## config.mk

```make
export PLATFORM = sky130hd
export DESIGN_NAME = tx_buff_ctrl
export DESIGN_NICKNAME = d
export VERILOG_FILES = /design/src/rtl/tx_pkg.sv /design/src/rtl/tx_bit_counter.sv /design/src/rtl/tx_buff_ctrl.sv
export SDC_FILE = /design/constraint.sdc
export NUM_CORES = 1
export LEC_CHECK = 0
export ABC_CLOCK_PERIOD_IN_PS = 2800
export CORE_ASPECT_RATIO = 1.4
export CORE_UTILIZATION = 48
export DETAILED_ROUTE_END_ITERATION = 8
export PLACE_DENSITY = 0.85
export SLEW_MARGIN = 5
export SYNTH_ARGS = -nofsm -noshare
export SYNTH_HDL_FRONTEND = slang
export SYNTH_SLANG_ARGS = --single-unit
```

## constraint.sdc

```tcl
create_clock -name clk -period 2.8 [get_ports clk]
set_clock_uncertainty 0.2 [all_clocks]
set_input_delay 0.56 -clock clk [delete_from_list [all_inputs] [get_ports clk]]
set_output_delay 0.56 -clock clk [all_outputs]
set_load 0.01 [all_outputs]
```

## src/rtl/tx_pkg.sv

```systemverilog
// Shared definitions for the I2C TX buffer sequencer: word width default,
// shift FSM encoding and ping-pong buffer indices.
package tx_pkg;

    localparam int TX_WORD_W = 32;

    typedef enum logic {
        TX_IDLE  = 1'b0,
        TX_SHIFT = 1'b1
    } tx_state_t;

    localparam logic BUF0 = 1'b0;
    localparam logic BUF1 = 1'b1;

endpackage

```

## src/rtl/tx_bit_counter.sv

```systemverilog
// Bit counter for serial shifting: synchronous clear, count enable and a
// terminal-count flag on the last bit of a word.
module tx_bit_counter
    import tx_pkg::*;
#(
    parameter int WORD_W = TX_WORD_W,
    parameter int CNT_W  = $clog2(WORD_W)
) (
    input  logic             clk,
    input  logic             rst,
    input  logic             i_clr,
    input  logic             i_en,
    output logic [CNT_W-1:0] o_count,
    output logic             o_tc
);

    logic [CNT_W-1:0] r_count;

    always_ff @(posedge clk or posedge rst) begin
        if (rst) begin
            r_count <= '0;
        end else if (i_clr) begin
            r_count <= '0;
        end else if (i_en) begin
            r_count <= r_count + 1'b1;
        end
    end

    assign o_count = r_count;
    assign o_tc    = (r_count == CNT_W'(WORD_W - 1));

endmodule

```

## src/rtl/tx_buff_ctrl.sv

```systemverilog
// Ping-pong sequencer for the double-buffered I2C TX datapath: loads host
// words alternately into two buffers and shifts each full buffer out serially.
module tx_buff_ctrl
    import tx_pkg::*;
#(
    parameter int WORD_W = TX_WORD_W,
    parameter int CNT_W  = $clog2(WORD_W)
) (
    input  logic              clk,
    input  logic              rst,
    input  logic              StartTX,
    input  logic              wr_valid,
    input  logic [WORD_W-1:0] wr_data,
    output logic              wr_ready,
    output logic [WORD_W-1:0] TXIn,
    output logic              LoadTXBuff0,
    output logic              LoadTXBuff1,
    output logic              ShiftTXBuff0,
    output logic              ShiftTXBuff1,
    output logic              passTXbuff,
    output logic              busy,
    output logic              word_done
);

    tx_state_t         r_state;
    tx_state_t         w_state_next;
    logic [1:0]        r_full;
    logic [1:0]        w_full_next;
    logic              r_wr_ptr;
    logic              r_rd_ptr;
    logic              w_rd_ptr_next;
    logic              r_load_q;
    logic [WORD_W-1:0] r_txin;
    logic [1:0]        r_load;
    logic [1:0]        r_shift;
    logic [1:0]        w_load_next;
    logic [1:0]        w_shift_next;
    logic              r_word_done;
    logic              w_word_done_next;
    logic              w_accept;
    logic              w_end;
    logic              w_clr;
    logic              w_en;
    logic              w_tc;
    logic [CNT_W-1:0]  w_count;

    tx_bit_counter #(
        .WORD_W (WORD_W),
        .CNT_W  (CNT_W)
    ) u_bit_counter (
        .clk     (clk),
        .rst     (rst),
        .i_clr   (w_clr),
        .i_en    (w_en),
        .o_count (w_count),
        .o_tc    (w_tc)
    );

    // A load in flight blocks further writes so the pointer has settled first.
    assign wr_ready = !r_full[r_wr_ptr] && !r_load_q;
    assign w_accept = wr_valid && wr_ready;
    assign w_en     = (r_state == TX_SHIFT);
    assign w_end    = w_en && w_tc;

    always_comb begin
        w_state_next  = r_state;
        w_clr         = 1'b0;
        w_full_next   = r_full;
        w_rd_ptr_next = r_rd_ptr ^ w_end;

        // The loading buffer is never the shifting one, so both updates can land together.
        if (r_load_q) begin
            w_full_next[r_wr_ptr] = 1'b1;
        end
        if (w_end) begin
            w_full_next[r_rd_ptr] = 1'b0;
        end

        case (r_state)
            TX_IDLE: begin
                if (StartTX && r_full[r_rd_ptr]) begin
                    w_state_next = TX_SHIFT;
                    w_clr        = 1'b1;
                end
            end
            TX_SHIFT: begin
                if (w_tc) begin
                    w_clr = 1'b1;
                    if (StartTX && r_full[~r_rd_ptr]) begin
                        w_state_next = TX_SHIFT;
                    end else begin
                        w_state_next = TX_IDLE;
                    end
                end
            end
            default: begin
                w_state_next = TX_IDLE;
            end
        endcase
    end

    // Strobes are computed one cycle ahead so the outputs come straight from flops.
    for (genvar gi = 0; gi < 2; gi++) begin : g_buf
        assign w_load_next[gi]  = w_accept && (r_wr_ptr == 1'(gi));
        assign w_shift_next[gi] = (w_state_next == TX_SHIFT) && (w_rd_ptr_next == 1'(gi));
    end

    assign w_word_done_next = w_en && !w_clr && (w_count == CNT_W'(WORD_W - 2));

    always_ff @(posedge clk or posedge rst) begin
        if (rst) begin
            r_state     <= TX_IDLE;
            r_full      <= 2'b00;
            r_wr_ptr    <= BUF0;
            r_rd_ptr    <= BUF0;
            r_load_q    <= 1'b0;
            r_txin      <= '0;
            r_load      <= 2'b00;
            r_shift     <= 2'b00;
            r_word_done <= 1'b0;
        end else begin
            r_state     <= w_state_next;
            r_full      <= w_full_next;
            r_wr_ptr    <= r_wr_ptr ^ r_load_q;
            r_rd_ptr    <= w_rd_ptr_next;
            r_load_q    <= w_accept;
            r_load      <= w_load_next;
            r_shift     <= w_shift_next;
            r_word_done <= w_word_done_next;
            if (w_accept) begin
                r_txin <= wr_data;
            end
        end
    end

    assign TXIn         = r_txin;
    assign LoadTXBuff0  = r_load[BUF0];
    assign LoadTXBuff1  = r_load[BUF1];
    assign ShiftTXBuff0 = r_shift[BUF0];
    assign ShiftTXBuff1 = r_shift[BUF1];
    assign passTXbuff   = r_rd_ptr;
    assign word_done    = r_word_done;
    assign busy         = (r_state == TX_SHIFT) || r_full[BUF0] || r_full[BUF1] || r_load_q;

endmodule

```

==> qor.csv <==
stage;metric;value;unit
floorplanning;ios;76;
logic_synthesis;synth_flop_cell;dfrtp_1;
floorplanning;initial_core_util;50.0;%
routing;num_vias;1342;
cells_and_area;fin_cells;262;
logic_synthesis;postSynthAreaPerCell;15.3;um^2
global_route;grt_pass1_vias;1367;
global_route;gr-usage-all-layers;19.2;%
routing;wl_per_cell;15.7;um
routing;routed_wl;4120;um
floorplanning;core_area;4200;um^2
global_route;antenna_found_initial;0;
clocking;post_cts_buffers;0;
clocking;numCtsBuffers;5;
floorplanning;fp.dieH;80.3;um
sta;hold_viol_final;0;
logic_synthesis;synth_top_area_cell;dfrtp_1;
logic_synthesis;synth-edff-count;0;
clocking;root_buffer;clkbuf_8;
clocking;cts_tree;built;
placement;placedCellCount;254;
logic_synthesis;synth.top_cell.area_share;57.1;%
routing;ant_nets;0;
sta;setup_viol;0;
clocking;htree_levels;2;
placement;io_buffers;75;
global_route;grt_pass1_wl;6620;um
sta;fmaxAchievable;384;MHz
clocking;clk_path_buf_depth;2;
run;timing.max_cap.violations;0;
sta;setup_slack;0.199;ns
routing;vias_per_cell;5.12;
power;power.density;1060;nW/um^2
clocking;holdBufCountCts;0;
logic_synthesis;synth-warning-count;0;
sta;drv_slew;0;
cells_and_area;syn_to_final_growth;40.6;%
cells_and_area;post-route-cell-area;2960;um^2
clocking;numClockSinks;48;
global_route;grt-ovfl-total;0;
logic_synthesis;syn-num-nets;176;
global_route;grt_max_degree;27;
logic_synthesis;synth.area.top_cells;dfrtp_1, mux2_4, mux2_2, buf_12, ha_1;
routing;dr.pass1.iters;6;
placement;place_area;2870;um^2
floorplanning;die_x;57.9;um
power;vdd_drop_max;593;uV
sta;rsz0062_at_grt;false;
sta;tightest_slew;0.507;ns
outcome;status;finished, violations left;
setup_path;crit_fanout;11;
setup_path;end_kind;output port;
setup_path;arrival;1.84;ns
cells_and_area;diodes;0;
logic_synthesis;syn_inst;137;
cells_and_area;fin_nets;255;
clocking;cts.repair.resized;0;
placement;routabilityCongestion;0.769;
logic_synthesis;ys_ff_latch;48;
worst_hold_path;hold_path_class;reg -> reg;
setup_path;critPathLaunchType;register;
routing;drtIter0Drc;38;
sta;slew_headroom;66.1;%
floorplanning;num_rows;28;
setup_path;crit_type;reg -> out;
placement;place_ws;0.473;ns
sta;period_minus_slack;2.60;ns
routing;drc;4;
clocking;clk_pin_slew;0.08;ns
cells_and_area;drive_above_1_share;23.0;%
logic_synthesis;ys_top_cells_by_count;dfrtp_1, mux2_4, mux2_2;
logic_synthesis;seq_area_frac_synth;57.1;%
logic_synthesis;async_flop_share;100;%
power;power_leakage;1.32;nW
floorplanning;die-area;4650;um^2
setup_path;crit_required;2.04;ns
logic_synthesis;synth_cell_types;33;
logic_synthesis;synth.cell_area;2100;um^2
logic_synthesis;synth_most_common_cell;dfrtp_1;
outcome;failed_checks;DRC;
sta;tns;0;ns
placement;hpwl;3060;um
cells_and_area;utilization;70.3;%
clocking;insertion_delay;0.29;ns
sta;timing.final.crit_share;92.9;%
## flip-flops by register name, indices dropped and copies added (netlist names)
signal                 count
TXIn                      32
passTXbuff                 1
r_full                     2
r_load                     2
r_load_q                   1
r_shift                    2
r_state                    1
r_wr_ptr                   1
u_bit_counter.o_count      5
word_done                  1
## logic make-up after synthesis
group | share of synthesized area (%)
flip-flops | 57.1
multiplexers | 24.2
AND/OR/NAND/NOR | 6.67
AO/OA/AOI/OAI | 4.29
buffers and inverters | 4.70
XOR/XNOR | 1.25
adder cells (fa/ha/maj) | 1.79
## where the power goes
group	internal, mW	switching (mW)
Combinational	0.983	0.489
Clock	0.202	0.207
Sequential	1.02	0.226
## worst max-delay path, cell delays in order (launching register included)
cell	delay, ns
dfrtp_1	0.49
or4_1	0.56
clkdlybuf4s50_1	0.50
## cell type report
type	count	area, um^2
Multi-Input combinational cell	78	803
Inverter	5	18.8
Sequential cell	48	1200
Timing Repair Buffer	78	786
Fill cell	296	1250
Tap cell	45	56.3
Clock buffer	8	90.1
## final timing paths
path / from / endpoint / slack, ns / cells after the start
worst max-delay path: r_state / busy / 0.20 / 2
worst min-delay path: TXIn[23] / TXIn[23] / 0.31 / 1
worst max register to register: u_bit_counter.o_count[0] / r_shift[0] / 0.87 / 6
worst min register to register: TXIn[23] / TXIn[23] / 0.31 / 1
max in group asynchronous: rst / r_wr_ptr / 1.48 / 3
min in group asynchronous: rst / TXIn[17] / 0.41 / 2
## routing by layer
| metal | vias up | GRT usage (%) | wire (um) |
|---|---|---|---|
| met2 | 37 | 36.1 | 2320 |
| met3 | 4 | 4.51 | 174 |
| met5 | - | 0 | 0 |
| met1 | 673 | 20.9 | 1590 |
| li1 | 628 | - | - |
| met4 | 0 | 5.71 | 29 |
## stage by stage
step / hold WS (ns) / power [mW]
2_1_floorplan: 0.295 / 2.06
3_3_place_gp: 0.290 / 2.69
3_5_place_dp: 0.291 / 2.74
4_1_cts: 0.313 / 3.16
5_1_grt: 0.317 / 3.31
6_report: 0.310 / 3.12
## cell usage in the layout, fill, tap and decap left out, types with 3 or more instances in the layout
cell type and n:
clkbuf_8 6, ha_1 3, mux2_2 6, dfrtp_1 48
nor2_1 3, and2b_2 3, o21ai_0 4, inv_1 4
nor2b_1 3, nand2_1 4, mux2_4 28, clkdlybuf4s50_1 75
Power figures use the tool's default switching activity.
